File: src/rtl/muldiv_pkg.sv
// Shared encodings and helpers for the iterative multiply/divide unit.
package muldiv_pkg;

    localparam int WIDTH_DEFAULT = 32;

    typedef enum logic [1:0] {
        OP_MULT  = 2'b00,
        OP_MULTU = 2'b01,
        OP_DIV   = 2'b10,
        OP_DIVU  = 2'b11
    } op_e;

    typedef enum logic [1:0] {
        S_IDLE = 2'b00,
        S_CALC = 2'b01,
        S_FIX  = 2'b10
    } state_e;

    function automatic logic op_is_div(input logic [1:0] op);
        logic r;
        case (op)
            OP_DIV, OP_DIVU:   r = 1'b1;
            OP_MULT, OP_MULTU: r = 1'b0;
            default:           r = 1'b0;
        endcase
        return r;
    endfunction

    function automatic logic op_is_signed(input logic [1:0] op);
        logic r;
        case (op)
            OP_MULT, OP_DIV:   r = 1'b1;
            OP_MULTU, OP_DIVU: r = 1'b0;
            default:           r = 1'b0;
        endcase
        return r;
    endfunction

endpackage

File: src/rtl/muldiv_step.sv
// One iteration of shift-add multiply or restoring divide on the packed
// {upper, lower} accumulator; the divide quotient bit is returned separately.
module muldiv_step
    import muldiv_pkg::*;
#(
    parameter int WIDTH = WIDTH_DEFAULT
) (
    input  logic                 is_div_i,
    input  logic [2*WIDTH-1:0]   acc_i,
    input  logic [WIDTH-1:0]     opnd_i,
    output logic [2*WIDTH-1:0]   acc_o,
    output logic                 qbit_o
);

    logic [WIDTH:0] sum;
    logic [WIDTH:0] shifted;
    logic [WIDTH:0] diff;
    logic           q;

    // Next accumulator: multiplier bit in acc_i[0], or dividend MSB shifted into the remainder
    always_comb begin
        sum     = {1'b0, acc_i[2*WIDTH-1:WIDTH]} + {1'b0, opnd_i};
        shifted = {acc_i[2*WIDTH-1:WIDTH], acc_i[WIDTH-1]};
        diff    = shifted - {1'b0, opnd_i};
        q       = 1'b0;
        acc_o   = acc_i;
        if (is_div_i) begin
            // remainder < divisor keeps shifted < 2*divisor, so diff[WIDTH] is a clean borrow
            q = ~diff[WIDTH];
            if (q) begin
                acc_o = {diff[WIDTH-1:0], acc_i[WIDTH-2:0], 1'b0};
            end else begin
                acc_o = {shifted[WIDTH-1:0], acc_i[WIDTH-2:0], 1'b0};
            end
        end else begin
            if (acc_i[0]) begin
                acc_o = {sum, acc_i[WIDTH-1:1]};
            end else begin
                acc_o = {1'b0, acc_i[2*WIDTH-1:1]};
            end
        end
        qbit_o = q;
    end

endmodule

File: src/rtl/muldiv_unit.sv
// Iterative mult/multu/div/divu engine with architectural HI/LO registers;
// one bit per cycle, sign correction and HI/LO write in a final FIX cycle.
module muldiv_unit
    import muldiv_pkg::*;
#(
    parameter int WIDTH = WIDTH_DEFAULT
) (
    input  logic             clk_i,
    input  logic             reset_i,
    input  logic             start_i,
    input  logic [1:0]       op_i,
    input  logic [WIDTH-1:0] a_i,
    input  logic [WIDTH-1:0] b_i,
    input  logic             wr_hi_i,
    input  logic             wr_lo_i,
    input  logic [WIDTH-1:0] wdata_i,
    output logic             busy_o,
    output logic             done_o,
    output logic             div_by_zero_o,
    output logic [WIDTH-1:0] hi_o,
    output logic [WIDTH-1:0] lo_o
);

    localparam int            CW       = (WIDTH > 1) ? $clog2(WIDTH) : 1;
    localparam logic [CW-1:0] CNT_LAST = CW'(WIDTH - 1);

    state_e               state_q;
    logic [CW-1:0]        cnt_q;
    logic                 is_div_q;
    logic                 sign_a_q;
    logic                 neg_q;
    logic                 bzero_q;
    logic [WIDTH-1:0]     opnd_q;
    logic [WIDTH-1:0]     a_raw_q;
    logic [2*WIDTH-1:0]   acc_q;
    logic [WIDTH-1:0]     hi_q;
    logic [WIDTH-1:0]     lo_q;
    logic                 busy_q;
    logic                 done_q;
    logic                 dbz_q;

    logic                 start_div;
    logic                 start_signed;
    logic                 a_neg;
    logic                 b_neg;
    logic [WIDTH-1:0]     a_mag;
    logic [WIDTH-1:0]     b_mag;
    logic [2*WIDTH-1:0]   step_acc;
    logic                 step_qbit;
    logic [2*WIDTH-1:0]   acc_d;
    logic [2*WIDTH-1:0]   prod_fix;
    logic [WIDTH-1:0]     quot_fix;
    logic [WIDTH-1:0]     rem_fix;
    logic [WIDTH-1:0]     hi_d;
    logic [WIDTH-1:0]     lo_d;
    logic                 dbz_d;

    // Request decode and operand magnitudes for the accepting edge
    always_comb begin
        start_div    = op_is_div(op_i);
        start_signed = op_is_signed(op_i);
        a_neg        = start_signed & a_i[WIDTH-1];
        b_neg        = start_signed & b_i[WIDTH-1];
        a_mag        = a_neg ? (~a_i + WIDTH'(1)) : a_i;
        b_mag        = b_neg ? (~b_i + WIDTH'(1)) : b_i;
    end

    muldiv_step #(
        .WIDTH (WIDTH)
    ) u_step (
        .is_div_i (is_div_q),
        .acc_i    (acc_q),
        .opnd_i   (opnd_q),
        .acc_o    (step_acc),
        .qbit_o   (step_qbit)
    );

    // Sign-corrected result; divide by zero reports all-ones quotient and the raw dividend
    always_comb begin
        acc_d    = {step_acc[2*WIDTH-1:1], step_acc[0] | step_qbit};
        prod_fix = neg_q ? (~acc_q + (2*WIDTH)'(1)) : acc_q;
        quot_fix = neg_q ? (~acc_q[WIDTH-1:0] + WIDTH'(1)) : acc_q[WIDTH-1:0];
        rem_fix  = sign_a_q ? (~acc_q[2*WIDTH-1:WIDTH] + WIDTH'(1)) : acc_q[2*WIDTH-1:WIDTH];
        dbz_d    = is_div_q & bzero_q;
        if (is_div_q) begin
            if (bzero_q) begin
                hi_d = a_raw_q;
                lo_d = {WIDTH{1'b1}};
            end else begin
                hi_d = rem_fix;
                lo_d = quot_fix;
            end
        end else begin
            hi_d = prod_fix[2*WIDTH-1:WIDTH];
            lo_d = prod_fix[WIDTH-1:0];
        end
    end

    // Control FSM, iteration counter and HI/LO architectural state
    always_ff @(posedge clk_i) begin
        if (reset_i) begin
            state_q  <= S_IDLE;
            cnt_q    <= {CW{1'b0}};
            is_div_q <= 1'b0;
            sign_a_q <= 1'b0;
            neg_q    <= 1'b0;
            bzero_q  <= 1'b0;
            opnd_q   <= {WIDTH{1'b0}};
            a_raw_q  <= {WIDTH{1'b0}};
            acc_q    <= {(2*WIDTH){1'b0}};
            hi_q     <= {WIDTH{1'b0}};
            lo_q     <= {WIDTH{1'b0}};
            busy_q   <= 1'b0;
            done_q   <= 1'b0;
            dbz_q    <= 1'b0;
        end else begin
            case (state_q)
                S_IDLE: begin
                    done_q <= 1'b0;
                    dbz_q  <= 1'b0;
                    if (start_i) begin
                        is_div_q <= start_div;
                        sign_a_q <= a_neg;
                        neg_q    <= a_neg ^ b_neg;
                        bzero_q  <= (b_i == {WIDTH{1'b0}});
                        a_raw_q  <= a_i;
                        opnd_q   <= start_div ? b_mag : a_mag;
                        acc_q    <= {{WIDTH{1'b0}}, (start_div ? a_mag : b_mag)};
                        cnt_q    <= {CW{1'b0}};
                        busy_q   <= 1'b1;
                        state_q  <= S_CALC;
                    end else begin
                        if (wr_hi_i) begin
                            hi_q <= wdata_i;
                        end
                        if (wr_lo_i) begin
                            lo_q <= wdata_i;
                        end
                    end
                end
                S_CALC: begin
                    acc_q <= acc_d;
                    if (cnt_q == CNT_LAST) begin
                        state_q <= S_FIX;
                    end else begin
                        cnt_q <= cnt_q + CW'(1);
                    end
                end
                S_FIX: begin
                    hi_q    <= hi_d;
                    lo_q    <= lo_d;
                    dbz_q   <= dbz_d;
                    done_q  <= 1'b1;
                    busy_q  <= 1'b0;
                    cnt_q   <= {CW{1'b0}};
                    state_q <= S_IDLE;
                end
                default: begin
                    state_q <= S_IDLE;
                    busy_q  <= 1'b0;
                    done_q  <= 1'b0;
                    dbz_q   <= 1'b0;
                end
            endcase
        end
    end

    assign busy_o        = busy_q;
    assign done_o        = done_q;
    assign div_by_zero_o = dbz_q;
    assign hi_o          = hi_q;
    assign lo_o          = lo_q;

endmodule

File: config.mk
export PLATFORM = sky130hd
export DESIGN_NAME = muldiv_unit
export DESIGN_NICKNAME = d
export VERILOG_FILES = /design/src/rtl/muldiv_pkg.sv /design/src/rtl/muldiv_step.sv /design/src/rtl/muldiv_unit.sv
export SDC_FILE = /design/constraint.sdc
export NUM_CORES = 1
export LEC_CHECK = 0
export ABC_CLOCK_PERIOD_IN_PS = 3100
export CAP_MARGIN = 20
export CORE_MARGIN = 2
export CORE_UTILIZATION = 40
export DETAILED_ROUTE_END_ITERATION = 6
export PLACE_DENSITY_LB_ADDON = 0.2
export RECOVER_POWER = 25
export SYNTH_ARGS = -nofsm -noshare
export SYNTH_HDL_FRONTEND = slang
export SYNTH_SLANG_ARGS = --single-unit
File: constraint.sdc
create_clock -name clk_i -period 3.1 [get_ports clk_i]
set_input_delay 0.775 -clock clk_i [delete_from_list [all_inputs] [get_ports clk_i]]
set_output_delay 0.775 -clock clk_i [all_outputs]
set_load 0.01 [all_outputs]
==> results.py, run 1 <==
metrics = {
    "critical_path": {
        "cp-end-kind": "flop",
        "worstPathMaxFanout": 5,
        "critPathRequiredTime_ns": 3.59,
        "ff2ff_path_depth": 16,
        "slowest_delay_ns": 0.42,
        "crit_slowest_cell": "a2111o_1",
        "path_buf_inv": 6,
        "path_depth": 16,
        "start_kind": "flop",
        "cpMostUsedCell": "buf_6",
        "path_class": "reg2reg",
        "arrival_ns": 3.77,
        "worstPathCellList": "inv_1 -> ha_4 -> a2111o_1 -> o211ai_1 -> a21oi_2 -> buf_6 -> buf_6 -> a21o_1 -> a311oi_4 -> buf_6 -> buf_12 -> buf_12 -> mux2_2 -> a211oi_2 -> a31oi_1 -> nor2_1",
        "critPathTopFamily": "compound AO/OA/AOI/OAI gates",
    },
    "layout": {
        "final_layout_size_suffix_gt1_share_pct": 24.2,
        "final_core_util_pct": 58.4,
        "area_growth_pct": 43.6,
        "nets": 2958,
        "area.sequential_um2": 4160,
        "multiInputGateArea_um2": 12500,
        "fillers": 3810,
    },
    "sta": {
        "setup_viol": 37,
        "rsz0062_at_grt": "true",
        "max_freq_mhz": 305,
        "drv_slew": 0,
        "hold_violations": 0,
        "finalClockSkew_ns": 0.0289,
        "setup_slack_ns": -0.184,
        "worst_pin_slew_ns": 1.18,
        "layout_min_cycle_time_ns": 3.28,
        "relSlewSlack_pct": 21.2,
        "period_share_pct": 106,
        "finalHoldWorstSlack_ns": 0.461,
    },
    "logic_synthesis": {
        "synthTopCellsByCount": "334 x nand2_1, 237 x a21oi_1, 226 x nor2_1",
        "yosysWarnings": 0,
        "synth_edf_count": 0,
        "yosys.area.top_type": "dfxtp_1",
        "syn_inst": 2319,
        "avgSynthCellArea_um2": 7.18,
        "yosys-top-cells-area": "dfxtp_1 25%, nand2_1 7.5%, a21oi_1 7.1%, ha_1 5.3%, xnor2_1 5.2%",
        "ys_async_sr_fraction_pct": 0,
        "synthFlopType": "dfxtp_1",
        "syn-cell-area_um2": 16600,
        "synth_cell_types": 78,
        "syn_nets": 2494,
        "synth_seq_cells": 206,
        "synthDominantCellAreaShare_pct": 24.8,
        "yosysMostFrequentCell": "nand2_1",
        "synth.yosys.seq_area_share_pct": 24.8,
    },
    "route": {
        "dr.pass1.iters": 7,
        "viasPerCell": 5.98,
        "drtAntennaViolNets": 0,
        "wire_per_inst_um": 23.0,
        "vias": 19939,
        "remaining_drc_errors": 6,
        "dr.first_iter.drc_count": 1884,
        "drt-total-wl_mm": 76.7,
    },
    "die": {
        "ios": 170,
        "num_rows": 74,
        "start_util_pct": 40.7,
        "die-area_um2": 43300,
        "dieWidth_um": 208,
        "core-area_um2": 40900,
        "die_h_um": 208,
    },
    "power": {
        "seqPwrFrac_pct": 29.8,
        "clockPowerShare_pct": 31.5,
        "max-vdd-ir-drop_uv": 361,
        "internal-power_mw": 6.53,
        "combPwrFrac_pct": 38.7,
        "switchingPower_mw": 3.54,
        "p_leak_nw": 9.68,
        "totalPowerFinal_mw": 10.1,
        "swShare_pct": 35.1,
        "powerDensity_nw_per_um2": 421,
    },
    "clock_tree": {
        "clock-root-buffer": "clkbuf_16",
        "cts_tree": "built",
        "clk_latency_ns": 0.56,
        "clk_path_buf_depth": 3,
        "cts.clk_slew.worst_paths_ns": 0.06,
        "htreeDepth": 1,
        "cts_buffers": 25,
        "clock-sinks": 206,
    },
    "placement": {
        "routabilityCongestion": 1.00,
        "port_buffers": 169,
        "dp_hpwl_mm": 59.7,
    },
    "min_path": {
        "hold_path_class": "reg2reg",
        "min_path_cells": 2,
    },
    "global_routing": {
        "grt_overflow": 0,
        "grt_pass1_wl_mm": 115,
        "grt_pass1_vias": 18984,
        "antenna_found_initial": 4,
        "grt_max_degree": 98,
        "grt_use_total_pct": 34.0,
    },
    "outcome": {
        "outcome": "finished, violations left",
        "violations": "DRC, setup timing",
    },
    "run": {
        "cap_violations": 0,
    },
}
-- worst register-to-register path, delay by kind of cell, from the launching register on --
kind | cells | cell delay (ns)
AND/OR/NAND/NOR | 1 | 0.11
multiplexers | 1 | 0.35
buffers and inverters | 6 | 0.75
flip-flops | 1 | 0.39
AO/OA/AOI/OAI | 7 | 1.47
adder cells (fa/ha/maj) | 1 | 0.17
-- registers in the layout (all words and copies together) (netlist names), 2 cells and up --
name	cells
acc_q	64
cnt_q	5
opnd_q	32
a_raw_q	32
lo_o	32
hi_o	32
state_q	2
-- routing by layer --
layer / track usage, % / wire length [um] / vias to the layer above
met5: 0 / 43 / -
met4: 14.7 / 3620 / 6
met3: 6.32 / 6140 / 183
met2: 54.2 / 34000 / 836
met1: 44.9 / 32800 / 9602
li1: - / - / 9312
-- placed cells by master (no fill, tap or decap), types with 10 or more instances in the layout --
master             n
xnor2_1           98
o211ai_1          51
nor4_1            11
nor2b_1           31
a211oi_1          90
o31ai_1           20
o221ai_1          13
or3_1             13
ha_1              62
nand3_1           26
a311oi_1          39
o21ai_1           27
nand2_1          325
nor2_1           222
dfxtp_1          183
buf_6             22
clkdlybuf4s50_1  162
and3_1            16
a31oi_1           30
mux2i_1           51
o21ai_2           16
nand2b_1          23
o21ai_0           98
a22o_1            19
buf_4            404
a21o_1            28
dfxtp_2           21
inv_1             58
nor3_1            37
a21oi_1          224
xor2_1            67
clkbuf_16         25
a21oi_2           10
buf_12            15
-- stage by stage --
step / std cells / setup slack (ns) / area [um^2] / setup TNS, ns
after CTS: 3319 / -0.145 / 23500 / -1.94
after global placement: 3236 / -0.624 / 21600 / -22.08
final: 3335 / -0.184 / 23900 / -3.00
after floorplan: 2319 / 0.00115 / 16700 / 0
after detailed placement: 3236 / -0.638 / 21600 / -25.58
after global routing: 3335 / -0.343 / 23900 / -9.07
-- cell type report --
cell class	instances	area share (%)
Multi-Input combinational cell	1864	52.3
Timing Repair Buffer	623	22.8
Sequential cell	206	17.4
Clock buffer	36	3.08
Tap cell	532	2.78
Inverter	63	1.01
Clock inverter	10	0.592
Antenna cell	1	0.0105
-- cells by family (layout without fill, tap and decap cells) --
kind of cell / Yosys count / in the layout / share of synthesized area (%)
xor gates and xnor gates: 167 / 167 / 8.79
muxes: 65 / 65 / 4.00
other: 0 / 1 / 0
adders and majority gates: 72 / 72 / 5.50
buffers and inverters: 249 / 732 / 5.74
DFF: 206 / 206 / 24.8
AOI/OAI and AO/OA: 770 / 770 / 30.1
and+or+nand+nor: 790 / 790 / 21.1
-- final timing paths --
check	startpoint	endpoint	slack, ns
setup reg to reg	opnd_q[4]	acc_q[33]	-0.18
hold / removal	hi_o[11]	hi_o[11]	0.46
setup / recovery	opnd_q[4]	acc_q[33]	-0.18
hold reg to reg	hi_o[11]	hi_o[11]	0.46
-- power by group through the flow --
stage / Clock [mW] / Sequential (mW) / Combinational, mW
after global placement: 0 / 3.04 / 3.30
after detailed placement: 0 / 3.04 / 3.33
after floorplan: 0 / 3.01 / 1.77
after global routing: 3.29 / 3.01 / 4.15
after CTS: 3.19 / 2.99 / 3.71
final: 3.17 / 3.00 / 3.89
-- what timing repair did --
item                       CTS  global route
hold buffers                 0             0
cloned                       3             0
resized for setup          184            79
setup endpoints to repair   63            75
buffers inserted            34            17
pin swaps                   85            53
No activity file was read; power rests on OpenSTA's default activity.
==> run 2: changes to the inputs <==
--- a/config.mk
+++ b/config.mk
@@ -7,7 +7,7 @@
 export LEC_CHECK = 0
 export ABC_CLOCK_PERIOD_IN_PS = 3100
 export CAP_MARGIN = 20
-export CORE_MARGIN = 2
+export CORE_MARGIN = 3
 export CORE_UTILIZATION = 40
 export DETAILED_ROUTE_END_ITERATION = 6
 export PLACE_DENSITY_LB_ADDON = 0.2
==> run 2 against run 1 <==
Effect of this change:
- the run ends with setup timing left
- register-to-register slack worse by 0.04 ns
- global-route usage is 1.7 points lower
- wire length is 2.6% lower
- die area is 1.9% higher
- worst setup slack worse by 0.044 ns
- critical path depth is 1 higher
- cell count is 1.2% lower
- non-clock buffer count is 36 lower
- power is 2.8% lower
- highest routed layer unchanged
==> results.py, run 2 (synthesis results as in run 1) <==
metrics = {
    "outcome": {
        "outcome": "finished, violations left",
        "violations": "setup timing",
    },
    "power": {
        "powerDensity_nw_per_um2": 418,
        "combPwrFrac_pct": 38.0,
        "internal-power_mw": 6.36,
        "switchingPower_mw": 3.42,
        "clockPowerShare_pct": 31.2,
        "seqPwrFrac_pct": 30.7,
        "max-vdd-ir-drop_uv": 454,
        "swShare_pct": 35.0,
        "p_leak_nw": 9.48,
    },
    "clock_tree": {
        "clock-sinks": 206,
        "cts_buffers": 24,
        "cts.clk_slew.worst_paths_ns": 0.06,
        "cts_hold_buf": 0,
        "clock-root-buffer": "clkbuf_16",
        "htreeDepth": 1,
        "clk_latency_ns": 0.56,
        "cts_tree": "built",
        "clk_path_buf_depth": 3,
    },
    "die": {
        "num_rows": 74,
        "start_util_pct": 40.7,
        "die-area_um2": 44100,
        "die_h_um": 210,
        "dieWidth_um": 210,
        "ios": 170,
        "core-area_um2": 40900,
    },
    "global_routing": {
        "grt_use_total_pct": 32.3,
        "antenna_found_initial": 3,
        "grt_pass1_vias": 18868,
        "grt_pass1_wl_mm": 111,
        "grt_max_degree": 98,
        "grt_overflow": 0,
    },
    "route": {
        "drtAntennaViolNets": 0,
        "remaining_drc_errors": 0,
        "highest_layer": "met5",
        "wl_met2_mm": 32.6,
        "wl_met1_mm": 30.7,
        "viasPerCell": 5.97,
        "dr.first_iter.drc_count": 1726,
        "dr_wl_met3_mm": 7.27,
        "drt-total-wl_mm": 74.7,
        "wire_per_inst_um": 22.7,
        "dr.pass1.iters": 5,
        "vias": 19677,
    },
    "sta": {
        "rsz0062_at_grt": "true",
        "max_freq_mhz": 300,
        "setup_viol": 37,
        "period_share_pct": 107,
        "hold_violations": 0,
        "layout_min_cycle_time_ns": 3.33,
        "setup_slack_ns": -0.228,
        "finalClockSkew_ns": 0.0265,
        "drv_slew": 0,
        "worst_pin_slew_ns": 1.43,
        "relSlewSlack_pct": 4.70,
    },
    "placement": {
        "port_buffers": 169,
        "placed_area_um2": 21400,
        "placed_cells": 3223,
        "dp_hpwl_mm": 58.1,
        "dp_slack_ns": -0.580,
        "routabilityCongestion": 0.999,
    },
    "layout": {
        "layout_commonest_cell": "buf_4",
        "top_register": "acc_q",
        "area_growth_pct": 40.4,
        "largest_reg_flops": 64,
        "diodes": 0,
        "nets": 2921,
        "fin_area_um2": 23400,
        "final_cells": 3294,
        "fillers": 3839,
        "final_layout_size_suffix_gt1_share_pct": 22.9,
        "final_cell_mix": "370 x buf_4, 323 x nand2_1, 223 x nor2_1",
    },
    "min_path": {
        "holdCritStartpoint": "hi_o[14]",
        "min_path_cells": 2,
        "hold_path_class": "reg2reg",
        "whs_endpoint": "hi_o[14]",
    },
    "critical_path": {
        "arrival_ns": 3.79,
        "path_class": "reg2reg",
        "cp-end-kind": "flop",
        "start_kind": "flop",
        "cpMostUsedCell": "buf_4",
        "ff2ff_path_depth": 17,
        "rr_startpoint": "opnd_q[0]",
        "critPathRequiredTime_ns": 3.56,
        "crit_slowest_cell": "fa_1",
        "r2r_slack_ns": -0.23,
        "r2r_end": "acc_q[63]",
        "slowest_delay_ns": 0.39,
        "worstPathMaxFanout": 2,
        "worstPathCellList": "buf_4 -> ha_1 -> inv_1 -> fa_1 -> nand2b_4 -> a21oi_4 -> o21ai_4 -> a21oi_4 -> a2111oi_2 -> buf_4 -> o31ai_2 -> buf_4 -> a2111oi_2 -> buf_4 -> nor4_1 -> o31ai_1 -> a2bb2oi_1",
    },
    "run": {
        "cap_violations": 0,
    },
}
## run 2: cell types whose count changed in the layout (fill, tap and decap cells not counted), moves of 4 or more
cell	delta
dlygate4sd3_1	+9
buf_4	-34
o21ai_1	+7
a311oi_2	+4
a311oi_1	-4
clkdlybuf4s50_1	-9
o21ai_2	-5
## run 2: final cells by class
class	instances	area (um^2)	share of cell area, %
Multi-Input combinational cell	1864	12400	53.0
Timing Repair Buffer	587	5080	21.7
Sequential cell	206	4150	17.8
Clock buffer	33	706	3.02
Tap cell	532	666	2.85
Inverter	63	244	1.04
Clock inverter	9	135	0.578
## run 2: layer usage
| layer | vias to the layer above | track usage, % |
|---|---|---|
| met5 | - | 0 |
| met2 | 895 | 49.9 |
| met3 | 205 | 8.60 |
| met4 | 4 | 15.5 |
| met1 | 9331 | 42.1 |
| li1 | 9242 | - |
## run 2: power by group through the flow
| stage | combinational, mW | sequential (mW) | clock, mW |
|---|---|---|---|
| after floorplan | 1.77 | 3.01 | 0 |
| after global placement | 3.22 | 3.04 | 0 |
| after detailed placement | 3.26 | 3.05 | 0 |
| after CTS | 3.49 | 2.99 | 3.10 |
| after global routing | 3.97 | 3.02 | 3.20 |
| final | 3.72 | 3.01 | 3.06 |
## run 2: metrics by stage
step                      utilization [%]  total power [mW]  setup TNS [ns]  hold slack [ns]
after floorplan                         -              4.78               0            0.431
after global placement               52.4              6.26          -21.35            0.446
after detailed placement             52.4              6.30          -24.59            0.452
after CTS                            56.2              9.58           -1.12            0.460
after global routing                 57.1              10.2           -9.29            0.486
final                                57.1              9.78           -3.59            0.457
## run 2: worst max path at each step
stage / endpoint / start / slack, ns / cells after the start
final: acc_q[63] / opnd_q[0] / -0.23 / 17
after global placement: hi_o[18] / acc_q[39] / -0.64 / 12
after detailed placement: hi_o[18] / acc_q[39] / -0.58 / 12
after global routing: acc_q[63] / opnd_q[0] / -0.35 / 17
after CTS: hi_o[18] / acc_q[24] / -0.15 / 11
after floorplan: acc_q[61] / opnd_q[1] / 0.001 / 12
## run 2: critical path: cells and delay by family (launching register included)
kind	cells	cell delay (ns)
compound gates	8	1.24
fa+ha+maj	2	0.54
buf+inv	5	0.64
flops	1	0.33
simple gates	2	0.49
## run 2: timing repair
item                       in CTS  in global routing
gates cloned                    1                  0
resized for setup             141                114
buffers inserted               21                 11
pin swaps                      65                 53
setup endpoints to repair      59                 77
==> run 3: changes to the inputs <==
--- a/config.mk
+++ b/config.mk
@@ -12,6 +12,7 @@
 export DETAILED_ROUTE_END_ITERATION = 6
 export PLACE_DENSITY_LB_ADDON = 0.2
 export RECOVER_POWER = 25
+export SLEW_MARGIN = 20
 export SYNTH_ARGS = -nofsm -noshare
 export SYNTH_HDL_FRONTEND = slang
 export SYNTH_SLANG_ARGS = --single-unit
==> results of run 3 <==
No change in the layout: final DEF, timing and power equal those of run 2.
